### config.mk
export PLATFORM = sky130hd
export DESIGN_NAME = r2sdf_ctrl
export DESIGN_NICKNAME = d
export VERILOG_FILES = /design/src/rtl/r2sdf_ctrl.sv
export SDC_FILE = /design/constraint.sdc
export NUM_CORES = 1
export LEC_CHECK = 0
export ABC_CLOCK_PERIOD_IN_PS = 2100
export BUFFER_PORTS_ARGS = -buffer_cell sky130_fd_sc_hd__clkbuf_2
export CORE_ASPECT_RATIO = 1.25
export CORE_MARGIN = 2
export CORE_UTILIZATION = 54
export CTS_BUF_LIST = sky130_fd_sc_hd__clkbuf_16
export CTS_CLUSTER_SIZE = 30
export DETAILED_ROUTE_END_ITERATION = 8
export GPL_ROUTABILITY_DRIVEN = 1
export PLACE_DENSITY = 0.77
export SETUP_SLACK_MARGIN = 0.2
export SLEW_MARGIN = 30
export SYNTH_ARGS = -nofsm -noshare
export SYNTH_HDL_FRONTEND = slang
export SYNTH_SLANG_ARGS = --single-unit
### constraint.sdc
create_clock -name clk -period 2.1 [get_ports clk]
set_input_delay 0 -clock clk [delete_from_list [all_inputs] [get_ports clk]]
set_output_delay 0 -clock clk [all_outputs]
set_load 0.01 [all_outputs]
### src/rtl/r2sdf_ctrl.sv
// ---------------------------------------------------------------------------
// r2sdf_ctrl
// Sequencer for a radix-2 single-delay-feedback FFT pipeline of 2^N points
// spread over N stages. It accepts a frame start pulse and produces the
// per-stage butterfly selects, the twiddle enables and exponents, the output
// valid flag with its bit-reversed bin index, a busy flag and a sticky error
// flag for badly timed starts. Back-to-back frames stream without gaps.
//
// Parameters
//   N            log2 of the FFT length; stage s has feedback delay 2^(N-1-s)
//   PIPE_LAT     extra datapath register cycles after the last stage
//
// Ports
//   clk          rising-edge clock
//   rst          asynchronous active-high reset
//   i_start_ip   frame start; sample 0 enters on the cycle after it is sampled
//   o_stage_bf   bit s = stage s in butterfly mode (0 = fill/pass)
//   o_tw_en      bit s = stage s output is multiplied by a twiddle (s < N-1)
//   o_tw_exp     packed N-1 fields of N-1 bits; field s = twiddle exponent
//   o_op_valid   datapath output carries a valid bin this cycle
//   o_op_idx     bit-reversed bin index of the current output
//   o_busy       some valid sample is still in flight
//   o_start_err  sticky: a start arrived when it could not be accepted
// ---------------------------------------------------------------------------
module r2sdf_ctrl #(
    parameter int N        = 4,
    parameter int PIPE_LAT = 0
) (
    input  logic                   clk,
    input  logic                   rst,
    input  logic                   i_start_ip,
    output logic [N-1:0]           o_stage_bf,
    output logic [N-2:0]           o_tw_en,
    output logic [(N-1)*(N-1)-1:0] o_tw_exp,
    output logic                   o_op_valid,
    output logic [N-1:0]           o_op_idx,
    output logic                   o_busy,
    output logic                   o_start_err
);

    localparam int L     = 1 << N;
    localparam int TW    = N - 1;
    localparam int DEPTH = L + PIPE_LAT;
    localparam logic [N-1:0] LAST    = N'(L - 1);
    // Output ordinal j is the global count minus this offset (mod 2^N).
    localparam logic [N-1:0] OUT_OFS = N'(L - 1 + PIPE_LAT);

    typedef enum logic [1:0] {IDLE, LOAD, DRAIN} state_t;

    state_t               r_state;
    state_t               w_stateNext;
    logic [N-1:0]         r_cnt;
    logic [N-1:0]         w_cntNext;
    // r_vhist[i] is "stage 0 took a valid sample i cycles ago".
    logic [DEPTH-2:0]     r_vhist;
    logic [DEPTH-1:0]     w_vhistNext;
    logic                 w_startBad;

    logic [N-1:0]         w_cs;
    logic [N-1:0]         w_j;
    logic [N-1:0]         w_stageBf;
    logic [N-2:0]         w_twEn;
    logic [TW*TW-1:0]     w_twExp;
    logic                 w_opValid;
    logic [N-1:0]         w_opIdx;

    // Next-state logic. The global counter free-runs outside IDLE, so frames
    // chained from the last LOAD cycle stay aligned to it without a reload.
    // w_vhistNext is the valid history as it will look next cycle, with
    // index 0 being "a sample enters stage 0 next cycle".
    always_comb begin
        w_stateNext = r_state;
        w_cntNext   = (r_state == IDLE) ? r_cnt : r_cnt + N'(1);
        w_startBad  = 1'b0;
        case (r_state)
            IDLE: begin
                if (i_start_ip) begin
                    w_stateNext = LOAD;
                    w_cntNext   = '0;
                end
            end
            LOAD: begin
                if (r_cnt == LAST) begin
                    if (!i_start_ip) begin
                        w_stateNext = DRAIN;
                    end
                end else if (i_start_ip) begin
                    w_startBad = 1'b1;
                end
            end
            DRAIN: begin
                if (i_start_ip) begin
                    w_startBad = 1'b1;
                end
                // Nothing left in the history means busy drops next cycle.
                if (r_vhist == '0) begin
                    w_stateNext = IDLE;
                end
            end
            default: w_stateNext = IDLE;
        endcase
        w_vhistNext = {r_vhist, w_stateNext == LOAD};
    end

    // Output decode from next-cycle state so every output can be registered.
    // Stage s sees the sample that entered stage 0 O_s = 2^N - 2^(N-s) cycles
    // earlier; its delay line emits a difference term when the sample that
    // entered it D_s cycles ago (O_(s+1) cycles back at stage 0) is valid.
    always_comb begin
        w_cs      = '0;
        w_stageBf = '0;
        w_twEn    = '0;
        w_twExp   = '0;
        for (int s = 0; s < N; s++) begin
            w_cs         = w_cntNext - N'(L - (L >> s));
            w_stageBf[s] = w_vhistNext[L - (L >> s)] & w_cs[N-1-s];
        end
        for (int s = 0; s < N - 1; s++) begin
            w_cs = w_cntNext - N'(L - (L >> s));
            if (w_vhistNext[L - (L >> (s + 1))] && !w_cs[N-1-s]) begin
                w_twEn[s]               = 1'b1;
                w_twExp[s*TW +: TW]     = TW'((w_cs & N'((L >> (s + 1)) - 1)) << s);
            end
        end
        w_opValid = w_vhistNext[DEPTH-1];
        w_j       = w_cntNext - OUT_OFS;
        w_opIdx   = '0;
        if (w_opValid) begin
            for (int b = 0; b < N; b++) begin
                w_opIdx[b] = w_j[N-1-b];
            end
        end
    end

    // Single state register block: FSM, counter, valid history and all
    // registered outputs. Reset abandons any frame in flight.
    always_ff @(posedge clk or posedge rst) begin
        if (rst) begin
            r_state     <= IDLE;
            r_cnt       <= '0;
            r_vhist     <= '0;
            o_stage_bf  <= '0;
            o_tw_en     <= '0;
            o_tw_exp    <= '0;
            o_op_valid  <= 1'b0;
            o_op_idx    <= '0;
            o_busy      <= 1'b0;
            o_start_err <= 1'b0;
        end else begin
            r_state     <= w_stateNext;
            r_cnt       <= w_cntNext;
            r_vhist     <= w_vhistNext[DEPTH-2:0];
            o_stage_bf  <= w_stageBf;
            o_tw_en     <= w_twEn;
            o_tw_exp    <= w_twExp;
            o_op_valid  <= w_opValid;
            o_op_idx    <= w_opIdx;
            o_busy      <= |w_vhistNext;
            o_start_err <= o_start_err | w_startBad;
        end
    end

endmodule
==> results of run 1 <==
[logic make-up (layout without fill, tap and decap cells)]
family                     count (synthesis)  in the layout  synth area share
DFF                                       41             41             0.655
and+or+nand+nor                           41             41             0.150
AOI/OAI and AO/OA                         17             17            0.0887
buffers and inverters                     13             41            0.0391
adders and majority gates                  6              6            0.0479
xor gates and xnor gates                   3              3            0.0168
other                                      1              3           0.00239
[registers in the layout (all words and copies together), names as in the netlist]
| signal | cells |
|---|---|
| r_vhist | 15 |
| o_tw_exp | 6 |
| o_op_idx | 4 |
| o_stage_bf | 4 |
| r_cnt | 4 |
| o_tw_en | 3 |
| r_state | 2 |
| o_busy | 1 |
| o_op_valid | 1 |
| o_start_err | 1 |
[worst max-delay path, cell delays in order (launching register included)]
cell                        delay, ps
sky130_fd_sc_hd__dfrtp_1          410
sky130_fd_sc_hd__inv_1            150
sky130_fd_sc_hd__ha_1             260
sky130_fd_sc_hd__inv_1             60
sky130_fd_sc_hd__o31a_1           330
sky130_fd_sc_hd__a2111oi_4        300
sky130_fd_sc_hd__o22ai_1          130
[power breakdown]
group	leakage, nW	internal, mW	switching (mW)	total [mW]
logic	0.345	0.315	0.462	0.778
clock network	0.0712	0.434	0.273	0.708
registers	0.512	1.11	0.194	1.31
total	0.928	1.86	0.930	2.79
[synthesized netlist by cell type (2+ instances only)]
library cell / number
sky130_fd_sc_hd__nor3_1: 5
sky130_fd_sc_hd__ha_1: 6
sky130_fd_sc_hd__o21ai_0: 2
sky130_fd_sc_hd__buf_4: 3
sky130_fd_sc_hd__nor2_1: 10
sky130_fd_sc_hd__inv_1: 9
sky130_fd_sc_hd__nor4_1: 3
sky130_fd_sc_hd__o22ai_1: 2
sky130_fd_sc_hd__a211oi_1: 2
sky130_fd_sc_hd__and3_1: 3
sky130_fd_sc_hd__dfrtp_1: 41
sky130_fd_sc_hd__xnor2_1: 2
sky130_fd_sc_hd__nand3b_1: 3
sky130_fd_sc_hd__nand2b_1: 2
sky130_fd_sc_hd__and2_1: 5
sky130_fd_sc_hd__o211ai_1: 2
sky130_fd_sc_hd__nand2_1: 3
sky130_fd_sc_hd__a21oi_1: 3
[final cells by class]
type	count	area [µm²]	share of cell area
Clock inverter	3	17.5	0.00931
Multi-Input combinational cell	70	508	0.270
Sequential cell	41	1030	0.546
Inverter	9	33.8	0.0180
Timing Repair Buffer	24	128	0.0679
Tap cell	34	42.5	0.0226
Clock buffer	5	125	0.0665
[layer usage]
metal,vias to the layer above,track usage,part of all wire
met1,491,0.215,0.42
met2,26,0.297,0.52
met5,-,0,0
met4,0,0.0801,0.023
li1,469,-,-
met3,7,0.0701,0.037
[path summary, 6_finish.rpt]
| check | to | cells after the start |
|---|---|---|
| hold reg to reg | r_vhist[11] | 0 |
| setup reg to reg | r_vhist[0] | 6 |
| max in group asynchronous | o_stage_bf[1] | 4 |
| setup / recovery | r_vhist[0] | 6 |
| min in group asynchronous | o_tw_en[2] | 4 |
| hold / removal | o_start_err | 3 |
[timing repair]
action	CTS	global route
endpoints found under the setup margin	2	10
hold endpoints to repair	41	0
hold buffers	1	0
resized for setup	1	3
pin swaps	0	0
==> metrics.log, run 1 <==
INFO  metric avgSynthCellArea = 12.8 µm²
INFO  metric flow.area_growth_from_synthesis = 20.0%
INFO  metric wl_per_cell = about 14 µm
INFO  metric layout_commonest_cell = sky130_fd_sc_hd__dfrtp_1
INFO  metric critPathLaunchType = flip-flop
INFO  metric postCtsSetupRepairBufs = 0
INFO  metric pwr_dens = roughly 1500 nW/µm²
INFO  metric numPlacedInstances = between 150 and 200
INFO  metric ffs_latches_synth = 41
INFO  metric dp.final_hpwl = roughly 1800 µm
INFO  metric p_leak = slightly above 0.9 nW
INFO  metric via_per_inst = approximately 5.3
INFO  metric min_period_over_period = 0.840
INFO  metric num_antenna_cells = 0
INFO  metric unrepaired_setup_endpoints_after_global_routing = true
INFO  metric final_util = 0.688
INFO  metric design.portCount = 26
INFO  metric drtAntennaViolNets = 0
INFO  metric nFillCells = 185
INFO  metric clock_sinks = 41
INFO  metric fin_tns_setup = 0 ps
INFO  metric worst_setup_path_startpoint = r_state[1]
INFO  metric clkSlewWorstSetupHoldPaths = approximately 50 ps
INFO  metric dr_vias = about 990
INFO  metric reg2reg_setup_slack = roughly 340 ps
INFO  metric drt_iter0_drc = 10
INFO  metric ys.warnings.count = 0
INFO  metric final_critical_path_setup_slack = about 340 ps
INFO  metric buffer_ports.inserted = 22
INFO  metric final_global_route_overflow_total = 0
INFO  metric finalNetCount = 160
INFO  metric synth_cell_type_count = 34
INFO  metric detail_route.drc_violations = 0
INFO  metric post_synth_main_area_contributors = sky130_fd_sc_hd__dfrtp_1 65%, sky130_fd_sc_hd__ha_1 4.8%, sky130_fd_sc_hd__nor2_1 2.4%
INFO  metric pre_cts_ws = ~170 ps
INFO  metric max_cap_violations = 0
INFO  metric std_cell_rows = 21
INFO  metric postPlaceCellArea = roughly 1700 µm²
INFO  metric sequential_share_of_the_synthesized_area = 0.655
INFO  metric grtUsageTotal = 0.184
INFO  metric setup_violations = 0
INFO  metric min-delay-path-class = input port to flip-flop
INFO  metric worst_clk_skew = slightly above 4 ps
INFO  metric synth_top_area_cell = sky130_fd_sc_hd__dfrtp_1
INFO  metric syn_inst = ~120
INFO  metric rr_startpoint = r_state[1]
INFO  metric post_synth_instance_area = ~1600 µm²
INFO  metric drt_wl_total = between 2000 and 3000 µm
INFO  metric slew_viol_final = 0
INFO  metric layout.cell_area.non_filler = 1880 µm²
INFO  metric start_util = 0.573
INFO  metric outcome = completed
INFO  metric vias_in_the_first_global_route = slightly below 1,000
INFO  metric crit_required = approximately 2200 ps
INFO  metric die_y = approximately 64 µm
INFO  metric fin_worst_hold_slack = 61.0 ps
INFO  metric first_pass_grt_wire_length = 4350 µm
INFO  metric design.core.area = around 2700 µm²
INFO  metric gp_congestion = slightly below 0.9
INFO  metric die_width = 52.2 µm
INFO  metric timing.final.hold_violations = 0
INFO  metric synth.top_cell.area_share = 0.655
INFO  metric post-layout-total-power = ~2.8 mW
INFO  metric worstSetupPathType = flip-flop to flip-flop
INFO  metric drive_gt1_frac = 0.250
INFO  metric critical_path.max_fanout = 5
INFO  metric synth_edf_count = 0
INFO  metric floorplan.die_area = about 3400 µm²
INFO  metric postSynth.topFlopCell = sky130_fd_sc_hd__dfrtp_1
INFO  metric async_flop_share = 1.00
INFO  metric tritoncts_clock_tree = built
INFO  metric min_from = i_start_ip
INFO  metric antenna_violations_before_repair = 0
INFO  metric vdd.ir_drop.worst = between 1 and 1.5 mV
INFO  metric ctsHtreeMaxLevel = 2
INFO  metric grt_max_degree = 42
INFO  metric stdcell_count = 186
INFO  metric layout_common_cells = 41 x sky130_fd_sc_hd__dfrtp_1, 22 x sky130_fd_sc_hd__clkbuf_2, 9 x sky130_fd_sc_hd__nor2_1, 9 x sky130_fd_sc_hd__inv_1
INFO  metric pre_repair_dr_iteration_count = 4
INFO  metric cts_root_buf = sky130_fd_sc_hd__clkbuf_16
INFO  metric cp.arrival = between 1500 and 2000 ps
INFO  metric post-route-min-period = about 1800 ps
INFO  metric worstSetupEndpointType = flip-flop
INFO  metric worstSkewPairLatency = ~280 ps
INFO  metric ctsLongestPathBuffers = 2
INFO  metric max_freq = about 0.57 GHz
INFO  metric cts_inserted_buffers = 5
Power figures use the tool's default switching activity.
==> inputs of run 2 (changes only) <==
--- a/config.mk
+++ b/config.mk
@@ -5,16 +5,16 @@
 export SDC_FILE = /design/constraint.sdc
 export NUM_CORES = 1
 export LEC_CHECK = 0
-export ABC_CLOCK_PERIOD_IN_PS = 2100
+export ABC_CLOCK_PERIOD_IN_PS = 1600
 export BUFFER_PORTS_ARGS = -buffer_cell sky130_fd_sc_hd__clkbuf_2
 export CORE_ASPECT_RATIO = 1.25
 export CORE_MARGIN = 2
-export CORE_UTILIZATION = 54
+export CORE_UTILIZATION = 49
 export CTS_BUF_LIST = sky130_fd_sc_hd__clkbuf_16
 export CTS_CLUSTER_SIZE = 30
 export DETAILED_ROUTE_END_ITERATION = 8
 export GPL_ROUTABILITY_DRIVEN = 1
-export PLACE_DENSITY = 0.77
+export PLACE_DENSITY = 0.74
 export SETUP_SLACK_MARGIN = 0.2
 export SLEW_MARGIN = 30
 export SYNTH_ARGS = -nofsm -noshare
==> constraint.sdc (replaced) <==
create_clock -name clk -period 1.6 [get_ports clk]
set_input_delay 0 -clock clk [delete_from_list [all_inputs] [get_ports clk]]
set_output_delay 0 -clock clk [all_outputs]
set_load 0.01 [all_outputs]
==> run 2 against run 1 <==
Against the previous run: combinational power grew to 2.9 times the previous value; clock power is 37% higher; final area rose by 31%; register-to-register slack worse by 300 ps; total power increased by 78%; final cell count rose by 22%; core utilization increased by 13 points; sequential cell count unchanged; fmax up 12%; clock skew increased by 0.83 ps; setup slack got worse by 300 ps; global-route usage grew 6.1 points; critical endpoint is now o_op_idx[2]; largest cell class unchanged.
==> metrics.log, run 2 (synthesis gave the netlist of run 1 again) <==
INFO  metric outcome = completed
INFO  metric min_period_over_period = 0.980 (+0.140)
INFO  metric design.core.area = 3000 µm² (+9.8%)
INFO  metric min-delay-path-class = input port to flip-flop
INFO  metric clock_sinks = 41 (unchanged)
INFO  metric layout_common_cells = 41 x sky130_fd_sc_hd__dfrtp_1, 26 x sky130_fd_sc_hd__buf_4, 22 x sky130_fd_sc_hd__clkbuf_2, 13 x sky130_fd_sc_hd__buf_6, 6 x sky130_fd_sc_hd__inv_1
INFO  metric post-layout-total-power = 4.96 mW (+78%)
INFO  metric final_global_route_overflow_total = 0 (unchanged)
INFO  metric crit_required = 1780 ps (-450 ps)
INFO  metric p_leak = 1.17 nW (+26%)
INFO  metric grtUsageTotal = 0.245 (+0.0607)
INFO  metric max_cap_violations = 0 (unchanged)
INFO  metric comb_power_frac = 0.459 (+0.181)
INFO  metric worstSetupEndpointType = flip-flop
INFO  metric cts_root_buf = sky130_fd_sc_hd__clkbuf_16
INFO  metric critPathLaunchType = flip-flop
INFO  metric dr_vias = 1,212 (+22%)
INFO  metric worstSkewPairLatency = 280 ps (about the same)
INFO  metric seq_area = 1030 µm² (unchanged)
INFO  metric die_y = 67.2 µm (+4.7%)
INFO  metric worstSetupPathType = flip-flop to flip-flop
INFO  metric max_flop_register = r_vhist
INFO  metric vdd.ir_drop.worst = 1.70 mV (+62%)
INFO  metric layout_commonest_cell = sky130_fd_sc_hd__dfrtp_1
INFO  metric stdcell_count = 226 (+22%)
INFO  metric finalNetCount = 198 (+24%)
INFO  metric net-switching-power = 1.76 mW (+89%)
INFO  metric power.clock.fraction = 0.196 (-0.057)
INFO  metric worst_clk_skew = 4.85 ps (+0.827 ps)
INFO  metric drive_gt1_frac = 0.584 (+0.334)
INFO  metric dp.final_hpwl = 2070 µm (+14%)
INFO  metric ctsHtreeMaxLevel = 2 (unchanged)
INFO  metric first_pass_grt_wire_length = 6090 µm (+40%)
INFO  metric post-route-min-period = 1570 ps (-196 ps)
INFO  metric slew_viol_final = 0 (unchanged)
INFO  metric internal_power = 3.20 mW (+72%)
INFO  metric critical_path.max_fanout = 6 (+1)
INFO  metric numPlacedInstances = 196 (+11%)
INFO  metric antenna_violations_before_repair = 0 (unchanged)
INFO  metric nFillCells = 169 (-8.6%)
INFO  metric start_util = 0.522 (-0.0512)
INFO  metric layout.cell_area.non_filler = 2460 µm² (+31%)
INFO  metric tritoncts_clock_tree = built
INFO  metric cts_inserted_buffers = 5 (unchanged)
INFO  metric timing.final.hold_violations = 0 (unchanged)
INFO  metric unrepaired_setup_endpoints_after_global_routing = true
INFO  metric max_freq = 0.637 GHz (+12%)
INFO  metric grt_max_degree = 42 (unchanged)
INFO  metric pre_repair_dr_iteration_count = 4 (unchanged)
INFO  metric biggestRegsByFlops = r_vhist x15, o_tw_exp x6
INFO  metric std_cell_rows = 22 (+4.8%)
INFO  metric drt_iter0_drc = 18 (+8)
INFO  metric drtAntennaViolNets = 0 (unchanged)
INFO  metric wl_per_cell = 18.4 µm (+30%)
INFO  metric clkSlewWorstSetupHoldPaths = 60 ps (about the same)
INFO  metric pwr_dens = 2020 nW/µm² (+36%)
INFO  metric postPlaceCellArea = 1870 µm² (+9.3%)
INFO  metric floorplan.die_area = 3670 µm² (+9.5%)
INFO  metric ctsLongestPathBuffers = 2 (unchanged)
INFO  metric setup_violations = 0 (unchanged)
INFO  metric num_antenna_cells = 0 (unchanged)
INFO  metric buffer_ports.inserted = 22 (unchanged)
INFO  metric drt_wl_total = 4150 µm (+58%)
INFO  metric detail_route.drc_violations = 0 (unchanged)
INFO  metric die_width = 54.6 µm (+4.6%)
INFO  metric flow.area_growth_from_synthesis = 56.8%
INFO  metric largest_register_ffs = 15 (unchanged)
INFO  metric power.sequential.fraction = 0.346 (-0.122)
INFO  metric multi_input_comb_area = 746 µm² (+47%)
INFO  metric gp_congestion = 0.919 (+5.3%)
INFO  metric cp.arrival = 1750 ps (-150 ps)
INFO  metric vias_in_the_first_global_route = 1,216 (+26%)
INFO  metric via_per_inst = 5.36 (+0.45%)
INFO  metric design.portCount = 26 (unchanged)
INFO  metric sw_frac_of_total = 0.355 (+0.0218)
## run 2: what timing repair did
action,4_1_cts,5_1_grt
pin swaps,18,16
hold buffers,1,0
endpoints found under the hold margin,41,0
buffers inserted,15,6
gates resized for setup,41,26
endpoints found under the setup margin,16,21
## run 2: metal layers
metal / track usage / wire length (µm) / share of wire / up-vias
li1: - / - / - / 545
met4: 0.122 / 181 / 0.044 / 0
met3: 0.0597 / 197 / 0.047 / 17
met5: 0 / 0 / 0 / -
met2: 0.393 / 2200 / 0.53 / 43
met1: 0.303 / 1570 / 0.38 / 607
## run 2: cell type report
class,count,area share
clock buffer,5,0.0509
clock inverter,3,0.00764
inverter,9,0.0138
multi-input combinational,70,0.304
sequential,41,0.418
tap,36,0.0183
timing repair buffer,62,0.188
## run 2: path summary, 6_finish.rpt
kind | end | slack, ps | start | depth (start not counted)
max | o_op_idx[2] | 30 | r_state[0] | 9
max in group asynchronous | r_vhist[6] | 890 | rst | 4
min in group asynchronous | o_tw_exp[2] | 370 | rst | 4
min reg2reg | r_vhist[10] | 380 | r_vhist[9] | 0
max reg2reg | o_op_idx[2] | 30 | r_state[0] | 9
min | o_start_err | 110 | i_start_ip | 3
## run 2: through the flow
stage	util	hold WS, ps	setup TNS (ps)	worst slack (ps)
6_report	0.819	108	0	31.2
5_1_grt	0.819	142	-224	-84.1
4_1_cts	0.765	86.4	0	87.3
3_5_place_dp	0.622	128	-180	-94.3
3_3_place_gp	0.622	116	-16.5	-16.5
2_1_floorplan	-	142	0	30.6
## run 2: critical path: stages (launching register included)
cell                      delay [ps]
sky130_fd_sc_hd__dfrtp_1         360
sky130_fd_sc_hd__inv_2            60
sky130_fd_sc_hd__ha_4            180
sky130_fd_sc_hd__buf_6           120
sky130_fd_sc_hd__buf_4           130
sky130_fd_sc_hd__nor2_4          130
sky130_fd_sc_hd__nor2_4           60
sky130_fd_sc_hd__inv_2            90
sky130_fd_sc_hd__ha_4            200
sky130_fd_sc_hd__and2_4          120
## run 2: power by group through the flow
stage | logic (mW) | registers [mW] | clock network [mW]
6_report | 2.27 | 1.71 | 0.972
4_1_cts | 1.82 | 1.69 | 0.981
2_1_floorplan | 0.645 | 1.76 | 0
3_5_place_dp | 1.33 | 1.70 | 0
3_3_place_gp | 1.29 | 1.67 | 0
5_1_grt | 2.45 | 1.77 | 1.03
==> inputs of run 3 (changes only) <==
--- a/config.mk
+++ b/config.mk
@@ -5,7 +5,7 @@
 export SDC_FILE = /design/constraint.sdc
 export NUM_CORES = 1
 export LEC_CHECK = 0
-export ABC_CLOCK_PERIOD_IN_PS = 1600
+export ABC_CLOCK_PERIOD_IN_PS = 1300
 export BUFFER_PORTS_ARGS = -buffer_cell sky130_fd_sc_hd__clkbuf_2
 export CORE_ASPECT_RATIO = 1.25
 export CORE_MARGIN = 2
@@ -15,6 +15,7 @@
 export DETAILED_ROUTE_END_ITERATION = 8
 export GPL_ROUTABILITY_DRIVEN = 1
 export PLACE_DENSITY = 0.74
+export RECOVER_POWER = 25
 export SETUP_SLACK_MARGIN = 0.2
 export SLEW_MARGIN = 30
 export SYNTH_ARGS = -nofsm -noshare
==> constraint.sdc (replaced) <==
create_clock -name clk -period 1.3 [get_ports clk]
set_input_delay 0 -clock clk [delete_from_list [all_inputs] [get_ports clk]]
set_output_delay 0 -clock clk [all_outputs]
set_load 0.01 [all_outputs]
==> run 3 against run 2 <==
Against the previous run: the run now ends with setup timing left; critical path depth shrank 2; total power increased by 23%; setup slack worse by 290 ps; non-clock buffer count down 3; clock power rose by 41%; largest cell class unchanged; sequential share of layout area up 1.1 points; clock skew is 2.5 ps higher; highest routed layer unchanged; critical path type unchanged; sequential power is 22% higher; core utilization decreased by 2.1 points.
==> metrics.log, run 3 (synthesis gave the netlist of run 1 again) <==
INFO  metric failed_checks = setup timing
INFO  metric flow.area_growth_from_synthesis = 52.8%
INFO  metric crit_required = 1470 ps (-310 ps)
INFO  metric post-route-min-period = 1560 ps (-5.67 ps)
INFO  metric vias_in_the_first_global_route = 1,215 (-0.082%)
INFO  metric post-layout-total-power = 6.08 mW (+23%)
INFO  metric clock_sinks = 41 (unchanged)
INFO  metric ctsHtreeMaxLevel = 2 (unchanged)
INFO  metric fin_worst_hold_slack = 86.3 ps (-21.6 ps)
INFO  metric critical_path.cell_chain = inv_2 -> ha_4 -> buf_6 -> nand4b_1 -> o22ai_2 -> nor2_2 -> and3_1
INFO  metric pwr_dens = 2540 nW/µm² (+26%)
INFO  metric critPathLaunchType = flip-flop
INFO  metric max_freq = 0.640 GHz (+0.36%)
INFO  metric p_leak = 1.13 nW (-2.9%)
INFO  metric start_util = 0.522 (unchanged)
INFO  metric largest_register_ffs = 15 (unchanged)
INFO  metric tritoncts_clock_tree = built
INFO  metric final_critical_path_setup_slack = -263 ps (-294 ps)
INFO  metric die_y = 67.2 µm (unchanged)
INFO  metric max_flop_register = r_vhist
INFO  metric floorplan.die_area = 3670 µm² (unchanged)
INFO  metric layout_commonest_cell = sky130_fd_sc_hd__dfrtp_1
INFO  metric worstSetupEndpointType = flip-flop
INFO  metric pre_cts_ws = -354 ps (-259 ps)
INFO  metric cp.arrival = 1730 ps (-20 ps)
INFO  metric internal_power = 4.01 mW (+25%)
INFO  metric std_cell_rows = 22 (unchanged)
INFO  metric antenna_violations_before_repair = 0 (unchanged)
INFO  metric comb_power_frac = 0.433 (-0.026)
INFO  metric via_per_inst = 5.23 (-2.4%)
INFO  metric num_antenna_cells = 0 (unchanged)
INFO  metric gp_congestion = 0.916 (-0.35%)
INFO  metric worst_clk_skew = 7.32 ps (+2.47 ps)
INFO  metric design.core.area = 3000 µm² (unchanged)
INFO  metric wl_per_cell = 16.9 µm (-7.8%)
INFO  metric worstSetupPathType = flip-flop to flip-flop
INFO  metric timing.final.hold_violations = 0 (unchanged)
INFO  metric nFillCells = 166 (-1.8%)
INFO  metric ctsLongestPathBuffers = 2 (unchanged)
INFO  metric buffer_ports.inserted = 22 (unchanged)
INFO  metric stdcell_count = 223 (-1.3%)
INFO  metric min-delay-path-class = input port to flip-flop
INFO  metric vdd.ir_drop.worst = 1.80 mV (+6.1%)
INFO  metric setup_violations = 21 (+21)
INFO  metric max_cap_violations = 0 (unchanged)
INFO  metric dp.final_hpwl = 2220 µm (+7.2%)
INFO  metric min_period_over_period = 1.20 (+0.222)
INFO  metric slew_viol_final = 0 (unchanged)
INFO  metric unrepaired_setup_endpoints_after_global_routing = true
INFO  metric biggestRegsByFlops = r_vhist x15, o_tw_exp x6
INFO  metric cts_inserted_buffers = 5 (unchanged)
INFO  metric numPlacedInstances = 203 (+3.6%)
INFO  metric design.portCount = 26 (unchanged)
INFO  metric grt_max_degree = 42 (unchanged)
INFO  metric postPlaceCellArea = 1930 µm² (+3.6%)
INFO  metric clkSlewWorstSetupHoldPaths = 60 ps (about the same)
INFO  metric drt_iter0_drc = 21 (+3)
INFO  metric crit_slowest_cell = sky130_fd_sc_hd__dfrtp_1
INFO  metric layout_common_cells = 41 x sky130_fd_sc_hd__dfrtp_1, 22 x sky130_fd_sc_hd__buf_4, 18 x sky130_fd_sc_hd__clkbuf_2, 11 x sky130_fd_sc_hd__buf_6
INFO  metric reg2reg_setup_slack = -260 ps (-290 ps)
INFO  metric drt_wl_total = 3780 µm (-9.0%)
INFO  metric power.sequential.fraction = 0.342 (-0.004)
INFO  metric critical_path.max_fanout = 6 (unchanged)
INFO  metric first_pass_grt_wire_length = 5890 µm (-3.3%)
INFO  metric drive_gt1_frac = 0.540 (-0.0441)
INFO  metric power.clock.fraction = 0.226 (+0.030)
INFO  metric grtUsageTotal = 0.234 (-0.0109)
INFO  metric drtAntennaViolNets = 0 (unchanged)
INFO  metric slowest_delay = 370 ps (about the same)
INFO  metric net-switching-power = 2.07 mW (+18%)
INFO  metric worstSkewPairLatency = 280 ps (about the same)
INFO  metric sw_frac_of_total = 0.341 (-0.0140)
INFO  metric dr_vias = 1,167 (-3.7%)
INFO  metric final_global_route_overflow_total = 0 (unchanged)
INFO  metric layout.cell_area.non_filler = 2390 µm² (-2.5%)
INFO  metric finalNetCount = 195 (-1.5%)
INFO  metric outcome = finished with violations
INFO  metric detail_route.drc_violations = 0 (unchanged)
INFO  metric cts_root_buf = sky130_fd_sc_hd__clkbuf_16
INFO  metric die_width = 54.6 µm (unchanged)
INFO  metric pre_repair_dr_iteration_count = 6 (+2)
[run 3: routing by layer]
metal / vias to the layer above / global-route usage / wire (µm)
li1: 536 / - / -
met1: 587 / 0.267 / 1440
met2: 37 / 0.407 / 2140
met3: 7 / 0.0509 / 131
met4: 0 / 0.109 / 67
met5: - / 0 / 0
[run 3: power groups by stage]
stage	Clock [mW]	Combinational [mW]	Sequential (mW)
2_1_floorplan	0	0.822	2.17
3_5_place_dp	0	1.83	2.08
4_1_cts	1.39	2.40	2.06
3_3_place_gp	0	1.78	2.05
6_report	1.37	2.63	2.08
5_1_grt	1.45	2.83	2.15
[run 3: repair_timing]
action / CTS / global route
endpoints found under the setup margin: 26 / 26
gates resized for setup: 34 / 18
hold buffers: 1 / 0
setup buffers: 7 / 4
hold endpoints to repair: 41 / 0
pin swaps: 17 / 12
[run 3: critical path: cells and delay by family (launching register included)]
kind / cells / cell delay, ps
AOI/OAI and AO/OA: 1 / 210
adders and majority gates: 1 / 180
buffers and inverters: 2 / 190
DFF: 1 / 370
and+or+nand+nor: 3 / 510
[run 3: area by class of cell]
class	instances	area [µm²]	area share
repair buffers	59	415	0.174
clock inverters	3	42.5	0.0178
multi-input cells	70	706	0.295
clock buffers	5	125	0.0523
inverters	9	33.8	0.0141
flip-flops and latches	41	1030	0.429
well taps	36	45.0	0.0188
[run 3: per-stage QoR]
step	TNS, ps	util
2_1_floorplan	-2040	-
3_5_place_dp	-4430	0.644
5_1_grt	-5130	0.798
4_1_cts	-2810	0.766
6_report	-3590	0.798
3_3_place_gp	-3050	0.644
[run 3: path summary, 6_finish.rpt]
path | to | cells after the start | start
worst min register to register | r_vhist[11] | 0 | r_vhist[10]
max in group asynchronous | o_start_err | 4 | rst
worst max-delay path | o_tw_exp[1] | 7 | r_state[0]
worst min-delay path | o_start_err | 3 | i_start_ip
worst max register to register | o_tw_exp[1] | 7 | r_state[0]
min in group asynchronous | o_op_idx[2] | 4 | rst
